[config.mk]
export PLATFORM = sky130hd
export DESIGN_NAME = dafx_amplitude_monitor
export DESIGN_NICKNAME = d
export VERILOG_FILES = /design/src/rtl/dafx_amplitude_pkg.sv /design/src/rtl/dafx_amplitude_tracker.sv /design/src/rtl/dafx_amplitude_monitor.sv
export SDC_FILE = /design/constraint.sdc
export NUM_CORES = 1
export LEC_CHECK = 0
export ABC_AREA = 1
export BUFFER_PORTS_ARGS = -buffer_cell sky130_fd_sc_hd__buf_2
export CORE_ASPECT_RATIO = 1.1
export CORE_UTILIZATION = 57
export CTS_CLUSTER_DIAMETER = 150
export DETAILED_ROUTE_END_ITERATION = 16
export GPL_TIMING_DRIVEN = 0
export MAX_ROUTING_LAYER = met4
export PLACE_DENSITY_LB_ADDON = 0.08
export SLEW_MARGIN = 5
export SYNTH_ARGS = -nofsm -noshare
export SYNTH_HDL_FRONTEND = slang
export SYNTH_SLANG_ARGS = --single-unit
[constraint.sdc]
create_clock -name clk -period 2.2 [get_ports clk]
set_clock_uncertainty 0.05 [all_clocks]
set_input_delay 0.22 -clock clk [delete_from_list [all_inputs] [get_ports clk]]
set_output_delay 0.22 -clock clk [all_outputs]
set_load 0.01 [all_outputs]
[src/rtl/dafx_amplitude_pkg.sv]
// Shared types and default constants for the
// amplitude monitor slice.
package dafx_amplitude_pkg;

  typedef enum logic {
    EMPTY_E,
    TRACKING_E
  } amp_state_t;

  localparam int CLIP_LEVEL_DEF_C = (1 << 23) - (1 << 16);
  localparam int CLIP_COUNT_DEF_C = 4;

endpackage

[src/rtl/dafx_amplitude_tracker.sv]
// One audio channel: running min/max, clip
// counter and sticky clip interrupt.
module dafx_amplitude_tracker
  import dafx_amplitude_pkg::*;
#(
  parameter int AUDIO_WIDTH_C = 24,
  parameter int CLIP_LEVEL_C  = CLIP_LEVEL_DEF_C,
  parameter int CLIP_COUNT_C  = CLIP_COUNT_DEF_C
) (
  input  logic                     clk,
  input  logic                     rst_n,
  input  logic [AUDIO_WIDTH_C-1:0] data,
  input  logic                     valid,
  input  logic                     clear_amp,
  input  logic                     clear_irq,
  output logic [AUDIO_WIDTH_C-1:0] min_amp,
  output logic [AUDIO_WIDTH_C-1:0] max_amp,
  output logic                     irq
);

  localparam int W  = AUDIO_WIDTH_C;
  localparam int CW = $clog2(CLIP_COUNT_C + 1);

  localparam logic [CW-1:0] CNT_MAX =
    CW'(CLIP_COUNT_C);
  localparam logic [W:0] LEVEL =
    (W + 1)'(CLIP_LEVEL_C);

  amp_state_t    state;
  logic [CW-1:0] cnt;
  logic [CW-1:0] cnt_nxt;
  logic [W:0]    ext;
  logic [W:0]    mag;
  logic          clip;
  logic          hit;
  logic          lt_min;
  logic          gt_max;

  // One extra bit keeps |most-negative| representable.
  always_comb begin
    ext     = {data[W-1], data};
    mag     = ext[W] ? -ext : ext;
    clip    = mag >= LEVEL;
    cnt_nxt = cnt;
    if (valid) begin
      if (!clip)
        cnt_nxt = '0;
      else if (cnt != CNT_MAX)
        cnt_nxt = cnt + CW'(1);
    end
    hit    = valid && clip && (cnt_nxt == CNT_MAX);
    lt_min = $signed(data) < $signed(min_amp);
    gt_max = $signed(data) > $signed(max_amp);
  end

  always_ff @(posedge clk or negedge rst_n) begin
    if (!rst_n) begin
      state   <= EMPTY_E;
      min_amp <= '0;
      max_amp <= '0;
      cnt     <= '0;
      irq     <= 1'b0;
    end else begin
      cnt <= cnt_nxt;
      if (hit)
        irq <= 1'b1;
      else if (clear_irq)
        irq <= 1'b0;

      if (clear_amp) begin
        state   <= valid ? TRACKING_E : EMPTY_E;
        min_amp <= valid ? data : '0;
        max_amp <= valid ? data : '0;
      end else if (valid) begin
        case (state)
          EMPTY_E: begin
            state   <= TRACKING_E;
            min_amp <= data;
            max_amp <= data;
          end
          TRACKING_E: begin
            if (lt_min)
              min_amp <= data;
            if (gt_max)
              max_amp <= data;
          end
          default: state <= EMPTY_E;
        endcase
      end
    end
  end

endmodule

[src/rtl/dafx_amplitude_monitor.sv]
// ADC/DAC amplitude monitor: two independent
// trackers feeding the register slave.
module dafx_amplitude_monitor
  import dafx_amplitude_pkg::*;
#(
  parameter int AUDIO_WIDTH_C = 24,
  parameter int CLIP_LEVEL_C  = CLIP_LEVEL_DEF_C,
  parameter int CLIP_COUNT_C  = CLIP_COUNT_DEF_C
) (
  input  logic                     clk,
  input  logic                     rst_n,
  input  logic [AUDIO_WIDTH_C-1:0] adc_data,
  input  logic                     adc_valid,
  input  logic [AUDIO_WIDTH_C-1:0] dac_data,
  input  logic                     dac_valid,
  input  logic                     cmd_clear_adc_amplitude,
  input  logic                     cmd_clear_dac_amplitude,
  input  logic                     cmd_clear_irq_0,
  input  logic                     cmd_clear_irq_1,
  output logic [AUDIO_WIDTH_C-1:0] sr_cir_min_adc_amplitude,
  output logic [AUDIO_WIDTH_C-1:0] sr_cir_max_adc_amplitude,
  output logic [AUDIO_WIDTH_C-1:0] sr_cir_min_dac_amplitude,
  output logic [AUDIO_WIDTH_C-1:0] sr_cir_max_dac_amplitude,
  output logic                     irq_0,
  output logic                     irq_1
);

  dafx_amplitude_tracker #(
    .AUDIO_WIDTH_C(AUDIO_WIDTH_C),
    .CLIP_LEVEL_C (CLIP_LEVEL_C),
    .CLIP_COUNT_C (CLIP_COUNT_C)
  ) u_adc (
    .clk      (clk),
    .rst_n    (rst_n),
    .data     (adc_data),
    .valid    (adc_valid),
    .clear_amp(cmd_clear_adc_amplitude),
    .clear_irq(cmd_clear_irq_0),
    .min_amp  (sr_cir_min_adc_amplitude),
    .max_amp  (sr_cir_max_adc_amplitude),
    .irq      (irq_0)
  );

  dafx_amplitude_tracker #(
    .AUDIO_WIDTH_C(AUDIO_WIDTH_C),
    .CLIP_LEVEL_C (CLIP_LEVEL_C),
    .CLIP_COUNT_C (CLIP_COUNT_C)
  ) u_dac (
    .clk      (clk),
    .rst_n    (rst_n),
    .data     (dac_data),
    .valid    (dac_valid),
    .clear_amp(cmd_clear_dac_amplitude),
    .clear_irq(cmd_clear_irq_1),
    .min_amp  (sr_cir_min_dac_amplitude),
    .max_amp  (sr_cir_max_dac_amplitude),
    .irq      (irq_1)
  );

endmodule
==> summary.md, run 1 <==
| Metric | Value |
|---|---|
| Die Ht | `between 100 and 150 µm` |
| Cell area after layout | `10,300 µm²` |
| Pwr/cell area | `744 nW/µm²` |
| Peak supply drop | `between 0.0004 and 0.0005 V` |
| CP Class | `flop to flop` |
| RSZ-0062 raised after global routing | `yes` |
| Sequential area share after synthesis | `33.5%` |
| Number of fill cells | `1,091` |
| Dpl ws | `-0.217 ns` |
| Total wire length | `~25 mm` |
| Row cnt | `44` |
| Nets@finish | `1,503` |
| Highest Clock Rate | `417 MHz` |
| Worst skew pair latency | `0.36 ns` |
| Antenna fix cells | `0` |
| Total core area | `around 13,000 µm²` |
| Slew margin rel. | `53.6%` |
| Vias in the first global route | `8,016` |
| Top cell family by delay on the critical path | `simple AND/OR/NAND/NOR gates` |
| Avg WL per Cell | `16.2 µm` |
| H-tree levels | `3` |
| Routed wl met2 | `about 13 mm` |
| Internal power | `roughly 4800 µW` |
| Flop2flop setup slack | `-0.20 ns` |
| Max stage delay on crit path | `approximately 0.37 ns` |
| Critical Path RT | `2.40 ns` |
| Buffers plus inverters on the worst setup path | `3` |
| Clock sinks | `around 110` |
| Net switching power | `2910 µW` |
| Final Max Slew Viols | `0` |
| Fin. Hold Viols | `0` |
| Flop pwr share | `between 30% and 40%` |
| Initial Util | `between 50% and 60%` |
| Crit Reg-Reg Startpoint | `u_dac.max_amp[20]$_DFFE_PN0P_` |
| FF-to-FF End | `u_dac.max_amp[2]$_DFFE_PN0P_` |
| Post-synth EDFFs | `0` |
| DR pass1 iterations | `5` |
| Main synth FF type | `dfrtp_1` |
| Ys async rst share | `100%` |
| Final setup viols | `a little under 90` |
| CP endpoint | `u_dac.max_amp[2]$_DFFE_PN0P_` |
| Slew at the pin closest to its max-slew limit | `0.693 ns` |
| Synth-to-Final Area Change | `30.4%` |
| Flops & latches, synth | `106` |
| Clock share of power | `25.1%` |
| Crit path max fanout | `5` |
| Initial antenna violation count | `0` |
| Met3 wire length | `roughly 1.3 mm` |
| DIE AREA | `approximately 14,000 µm²` |
| Critical path depth | `14` |
| Library cells used by synthesis | `35` |
| Mapped Area | `7930 µm²` |
| DR iter-0 viols | `around 540` |
| Total global-route track usage | `34.3%` |
| Syn_nets | `1,293` |
| Via count | `8,431` |
| Placed Area | `roughly 9000 µm²` |
| Post-DRT Antenna Nets | `0` |
| Avg Vias per Cell | `between 5 and 6` |
| Worst EP arrival | `2.59 ns` |
| Cells after Synth | `1,138` |
| Total of max-cap violations | `0` |
| Num CTS Buffers | `9` |
| Failing checks | `negative setup slack` |
| Comb pwr share | `a little over two fifths` |
| Final setup margin | `-0.195 ns` |
| Critical path's slowest cell | `dfrtp_1` |
| I/O pins | `roughly 150` |
| CTS tree | `built` |
| Crit. Startpoint | `u_dac.max_amp[20]$_DFFE_PN0P_` |
| Worst Reg-to-Reg Cells | `14` |
| Yosys warns | `0` |
| HP Class | `primary input to flop` |
| Die X | `114 µm` |
| Share of cells above drive strength 1 | `26.0%` |
| CTS Root Cell | `clkbuf_16` |
| GRT overflow | `0` |
| Max Root-Sink Buffers | `2` |
| Sw Share | `a little under two fifths` |
| GP Congestion | `0.957` |
| Post-Syn Area per Cell | `6.97 µm²` |
| Clk slew on worst S/H paths | `0.07 ns` |
| Worst-path cell chain | `inv_1, ha_1, nand4_1, nor2_2, and3_4, o21ai_2, nand3_1, nand2_1, nand3_2, nand2_4, buf_4, buf_4, nand3_1, nand2_1` |
| DRC errors left | `0` |
| Outcome | `complete, but fails checks` |
| Setup crit start kind | `flop` |
| Leak | `0.00580 µW` |
| Fin crit period | `about 2.4 ns` |
| Post-DP HPWL | `17.4 mm` |
| Port bufs | `153` |
| Wire length on met1 | `9.55 mm` |
| Largest net degree at the start of global routing | `79` |
| Crit path capture type | `flop` |
| Tcrit/Tclk final | `109%` |
| Global-route wire length before repair | `37.5 mm` |
| Uppermost layer routed | `met4` |
## cell usage after synthesis (all sizes together), types with 5 or more instances
library cell / n / area share, %
nand3: 146 / 9.3
o21ai: 13 / 0.82
buf: 17 / 1.6
xor2: 5 / 0.55
o211ai: 6 / 0.57
ha: 99 / 16
inv: 177 / 8.4
dfrtp: 106 / 33
nor2: 123 / 5.8
nand4: 10 / 0.79
nand2: 340 / 16
a21oi: 49 / 3.1
clkbuf: 15 / 0.71
## layout make-up
| class | instances | area [µm²] | share of cell area [%] |
|---|---|---|---|
| timing repair buffer | 199 | 1230 | 11.9 |
| sequential | 106 | 2650 | 25.7 |
| buffer | 32 | 249 | 2.41 |
| inverter | 177 | 664 | 6.42 |
| clock inverter | 4 | 98.8 | 0.956 |
| clock buffer | 11 | 253 | 2.44 |
| multi-input combinational | 823 | 4960 | 47.9 |
| tap | 184 | 230 | 2.23 |
## power by group through the flow
| stage | registers [µW] | logic, µW | clock network, µW |
|---|---|---|---|
| after floorplan | 2690 | 1420 | 0 |
| after global placement | 2580 | 2400 | 0 |
| after detailed placement | 2590 | 2460 | 0 |
| after CTS | 2540 | 2640 | 1930 |
| after global routing | 2600 | 3530 | 2000 |
| final | 2560 | 3200 | 1930 |
## metrics by stage
step | util, % | hold slack (ns) | total power (µW) | instances | setup TNS, ns
floorplan | - | -0.126 | 4100 | 1138 | 0
global placement | 66.7 | 0.400 | 4980 | 1475 | -53.19
detailed placement | 67.0 | 0.0618 | 5050 | 1476 | -13.64
CTS | 71.5 | 0.0925 | 7110 | 1505 | 0
global route | 77.3 | 0.123 | 8140 | 1536 | -14.92
finish | 77.3 | 0.0880 | 7690 | 1536 | -7.10
## cell families (layout without fill, tap and decap cells)
| logic type | count (synthesis) | in the layout | share of synthesized area, % |
|---|---|---|---|
| AOI/OAI and AO/OA | 83 | 83 | 5.98 |
| xor gates and xnor gates | 5 | 5 | 0.552 |
| adders and majority gates | 99 | 99 | 15.6 |
| buffers and inverters | 209 | 423 | 10.7 |
| DFF | 106 | 106 | 33.5 |
| and+or+nand+nor | 636 | 636 | 33.7 |
## cells in the final DEF (no fill, tap or decap), types with 42 or more instances in the layout
| master | count |
|---|---|
| inv_1 | 166 |
| a21oi_1 | 42 |
| nand2_2 | 55 |
| nand2_1 | 274 |
| dfrtp_1 | 106 |
| nor2_1 | 121 |
| buf_4 | 42 |
| ha_1 | 87 |
| buf_2 | 153 |
| nand3_1 | 140 |
## worst reg2reg max path: stages (launching register included)
cell     delay (ns)
dfrtp_1        0.37
inv_1          0.08
ha_1           0.30
nand4_1        0.20
nor2_2         0.20
and3_4         0.23
o21ai_2        0.07
nand3_1        0.08
nand2_1        0.09
nand3_2        0.11
nand2_4        0.09
buf_4          0.15
buf_4          0.13
nand3_1        0.07
nand2_1        0.07
## registers in the layout, indices dropped and copies added, names as in the netlist
signal,count
u_adc.cnt,3
u_adc.irq,1
u_adc.max_amp,24
u_adc.min_amp,24
u_adc.state,1
u_dac.cnt,3
u_dac.irq,1
u_dac.max_amp,24
u_dac.min_amp,24
u_dac.state,1
## worst min path at each step
stage | end | startpoint | slack, ns | cells past startpoint
6_report | u_adc.irq$_DFFE_PN0P_ | cmd_clear_irq_0 | 0.09 | 4
2_1_floorplan | u_adc.cnt[0]$_DFF_PN0_ | rst_n | -0.13 | 0
5_1_grt | u_dac.irq$_DFFE_PN0P_ | cmd_clear_irq_1 | 0.12 | 3
3_5_place_dp | u_dac.min_amp[1]$_DFFE_PN0P_ | rst_n | 0.06 | 1
3_3_place_gp | u_dac.state$_DFFE_PN0P_ | u_dac.state$_DFFE_PN0P_ | 0.40 | 2
4_1_cts | u_adc.irq$_DFFE_PN0P_ | cmd_clear_irq_0 | 0.09 | 4
## what timing repair did
item	CTS	global route
buffers inserted	13	26
endpoints found under the setup margin	89	96
resized for setup	32	119
pin swaps	8	22
hold buffers	1	0
gates cloned	0	5
endpoints found under the hold margin	28	0
## routing by layer
metal / global-route usage, % / vias to the layer above
li1: - / 4055
met1: 38.4 / 3980
met2: 60.4 / 309
met3: 5.25 / 87
met4: 14.8 / 0
met5: - / -
(Power assumes the default switching activity.)
==> run 2, diff against run 1 <==
SYNTH_HIERARCHICAL = 1   (was not set)
clock period = 2.5 ns   (was 2.2 ns; I/O delays follow)
==> run 2 against run 1 <==
Net effect: flip-flop and latch count unchanged; register-to-register slack improved by 0.20 ns; count of clock-buffer cells in the layout unchanged; synthesized cell count decreased by 3.1%; first-iteration DRC count decreased by 22%; the run now ends clean; cell count decreased by 4.4%; synthesized area increased by 1.8%; global-route usage decreased by 1.8 points; worst setup slack improved by 0.20 ns.
==> summary.md, run 2 <==
| Metric | Value |
|---|---|
| Final setup margin | `0.00743 ns (was -0.195 ns)` |
| Critical Path RT | `2.70 ns (was 2.40 ns)` |
| Synth Area in Simple Gates | `34.3% (was 33.7%)` |
| DR pass1 iterations | `5 (unchanged)` |
| Syn_nets | `1,259 (was 1,293)` |
| Initial antenna violation count | `0 (unchanged)` |
| Total of max-cap violations | `0 (unchanged)` |
| Die Ht | `127 µm (was 126 µm)` |
| Pwr/cell area | `640 nW/µm² (was 744 nW/µm²)` |
| Synth area leaders | `dfrtp_1, ha_1, nand2_1 (was dfrtp_1, nand2_1, ha_1)` |
| Clock sinks | `106 (unchanged)` |
| Row cnt | `45 (was 44)` |
| Synth-to-Final Area Change | `19.7% (was 30.4%)` |
| Slew at the pin closest to its max-slew limit | `0.635 ns (was 0.693 ns)` |
| Avg WL per Cell | `15.1 µm (was 16.2 µm)` |
| Highest Clock Rate | `401 MHz (was 417 MHz)` |
| Total wire length | `22.2 mm (was 24.9 mm)` |
| RSZ-0062 raised after global routing | `yes (unchanged)` |
| CP Class | `flop to flop (unchanged)` |
| HP Class | `primary input to flop (unchanged)` |
| Flops & latches, synth | `106 (unchanged)` |
| Commonest non-fill, non-tap cell in the layout | `nand2_1 (unchanged)` |
| Area share of fa/ha/maj cells after synthesis | `15.5% (was 15.6%)` |
| Worst EP arrival | `2.69 ns (was 2.59 ns)` |
| Antenna fix cells | `0 (unchanged)` |
| Dpl ws | `-0.177 ns (was -0.217 ns)` |
| Cells after Synth | `1,103 (was 1,138)` |
| Crit path capture type | `flop (unchanged)` |
| I/O pins | `154 (unchanged)` |
| Library cells used by synthesis | `37 (was 35)` |
| Peak supply drop | `0.000347 V (was 0.000496 V)` |
| Slew margin rel. | `57.7% (was 53.6%)` |
| Final Max Slew Viols | `0 (unchanged)` |
| CTS tree | `built (unchanged)` |
| Worst skew pair latency | `0.36 ns (about the same)` |
| Fin crit period | `2.49 ns (was 2.40 ns)` |
| Post-DP HPWL | `17.0 mm (was 17.4 mm)` |
| Largest family of logic cells by synthesized area | `simple AND/OR/NAND/NOR gates (unchanged)` |
| Outcome | `complete, no violations (was complete, but fails checks)` |
| Most frequent cells after synthesis | `nand2_1, inv_1, nand3_1 (unchanged)` |
| Post-synth top area cell | `dfrtp_1 (unchanged)` |
| H-tree levels | `3 (unchanged)` |
| Post-Syn Area per Cell | `7.32 µm² (was 6.97 µm²)` |
| Number of fill cells | `1,215 (was 1,091)` |
| Post-synth EDFFs | `0 (unchanged)` |
| Total global-route track usage | `32.5% (was 34.3%)` |
| Share of cells above drive strength 1 | `25.9% (was 26.0%)` |
| Crit path max fanout | `8 (was 5)` |
| Hold Worst Slack | `0.0669 ns (was 0.0880 ns)` |
| Die X | `115 µm (was 114 µm)` |
| Leak | `0.00547 µW (was 0.00580 µW)` |
| Nets@finish | `1,431 (was 1,503)` |
| Tcrit/Tclk final | `99.7% (was 109%)` |
| Final setup viols | `0 (was 87)` |
| Multiplexer area fraction after synthesis | `0% (unchanged)` |
| Avg Vias per Cell | `5.27 (was 5.49)` |
| Sequential area share after synthesis | `32.9% (was 33.5%)` |
| Port bufs | `151 (was 153)` |
| Global-route wire length before repair | `35.6 mm (was 37.5 mm)` |
| DRC errors left | `0 (unchanged)` |
| Yosys top cell area share | `32.9% (was 33.5%)` |
| Most common cell in the netlist | `nand2_1 (unchanged)` |
| Fin util | `70.1% (was 77.3%)` |
| Commonest cells after routing, fill and taps aside | `nand2_1, inv_1, buf_2 (unchanged)` |
| Post-DRT Antenna Nets | `0 (unchanged)` |
| Yosys warns | `6 (was 0)` |
| Num CTS Buffers | `9 (unchanged)` |
| Vias in the first global route | `7,418 (was 8,016)` |
| Total core area | `13,800 µm² (was 13,400 µm²)` |
| Max Root-Sink Buffers | `2 (unchanged)` |
| Largest net degree at the start of global routing | `83 (was 79)` |
| CTS Root Cell | `clkbuf_16 (unchanged)` |
| Initial Util | `58.5% (was 59.3%)` |
| Clk slew on worst S/H paths | `0.07 ns (about the same)` |
| Setup crit start kind | `flop (unchanged)` |
| Via count | `7,738 (was 8,431)` |
| DR iter-0 viols | `426 (was 543)` |
| GP Congestion | `0.898 (was 0.957)` |
| Main synth FF type | `dfrtp_1 (unchanged)` |
| GRT overflow | `0 (unchanged)` |
| Mapped Area | `8070 µm² (was 7930 µm²)` |
| Ys async rst share | `100% (unchanged)` |
| Fin. Hold Viols | `0 (unchanged)` |
| Synth Area in XOR/XNOR | `0.434% (was 0.552%)` |
| DIE AREA | `14,600 µm² (was 14,400 µm²)` |
| Post-synthesis compound-gate area fraction | `5.81% (was 5.98%)` |
-- run 2: changes by cell type in the layout (fill, tap and decap cells not counted), moves of 9 or more --
| cell | before | now |
|---|---|---|
| nand2_1 | 274 | 224 |
| ha_1 | 87 | 97 |
| buf_4 | 42 | 12 |
| nand3_1 | 140 | 120 |
| nand2_2 | 55 | 102 |
| ha_4 | 12 | 3 |
| a21oi_1 | 42 | 53 |
| o21ai_0 | 4 | 17 |
| nor2_1 | 121 | 110 |
-- run 2: what timing repair did --
item | 4_1_cts | 5_1_grt
hold buffers | 1 | 0
pin swaps | 0 | 11
setup endpoints to repair | 27 | 64
gates cloned | 0 | 2
gates resized for setup | 6 | 39
hold endpoints to repair | 24 | 0
setup buffers | 1 | 5
-- run 2: worst paths after layout --
kind                                               start                             to  slack (ns)  depth (start not counted)
max in group asynchronous                          rst_n   u_dac/min_amp[0]$_DFFE_PN0P_        1.46                          3
min                                      cmd_clear_irq_0          u_adc/irq$_DFFE_PN0P_        0.07                          4
min reg2reg                      u_dac/state$_DFFE_PN0P_        u_dac/state$_DFFE_PN0P_        0.42                          2
max                        u_dac/max_amp[15]$_DFFE_PN0P_  u_dac/max_amp[13]$_DFFE_PN0P_       0.007                         16
max reg2reg                u_dac/max_amp[15]$_DFFE_PN0P_  u_dac/max_amp[13]$_DFFE_PN0P_       0.007                         16
min in group asynchronous                          rst_n  u_dac/min_amp[12]$_DFFE_PN0P_        0.26                          2
-- run 2: cell families (layout without fill, tap and decap cells) --
logic type,Yosys count,count (layout)
and+or+nand+nor,598,598
buffers and inverters,209,386
DFF,106,106
adders and majority gates,100,100
AOI/OAI and AO/OA,86,86
xor gates and xnor gates,4,4
-- run 2: final cells by class --
type	count	area (µm²)	area share, %
multi-input combinational	788	4690	48.5
sequential	106	2650	27.4
clock inverter	5	37.5	0.388
inverter	177	664	6.87
tap	188	235	2.43
timing repair buffer	161	895	9.26
clock buffer	11	253	2.61
buffer	32	243	2.51
-- run 2: metrics by stage --
step	TNS, ns	instance area (µm²)	cells	power [µW]
2_1_floorplan	0	8070	1103	3770
3_3_place_gp	-18.49	9060	1442	4530
3_5_place_dp	-2.72	9100	1443	4600
4_1_cts	0	9430	1461	6060
5_1_grt	-1.17	9670	1468	6630
6_report	0	9670	1468	6190
-- run 2: critical path, stage by stage, from the launching register on --
cell and delay (ns):
dfrtp_1 0.35, inv_1 0.05, ha_1 0.31, nand2_2 0.09, nor2_4 0.10, nand4_1 0.24
nor3_2 0.29, nand2_1 0.11, nand3_1 0.09, nand2_1 0.05, nand2_1 0.08, nand2_2 0.06
nand2_4 0.11, nand2_8 0.10, clkbuf_16 0.19, nand2_2 0.06, nand2_1 0.04
-- run 2: per-layer routing --
| layer | GRT usage, % | share of wire (%) | vias up |
|---|---|---|---|
| li1 | - | - | 3844 |
| met1 | 35.8 | 39 | 3573 |
| met2 | 56.5 | 52 | 256 |
| met3 | 5.26 | 5.2 | 65 |
| met4 | 15.8 | 3.9 | 0 |
| met5 | - | 0 | - |
-- run 2: report_power, final --
part / switching, µW / internal (µW) / leakage [µW]
clock: 687 / 735 / 0.000138
sequential: 263 / 2000 / 0.00133
combinational: 1500 / 1000 / 0.00400
total: 2450 / 3740 / 0.00547
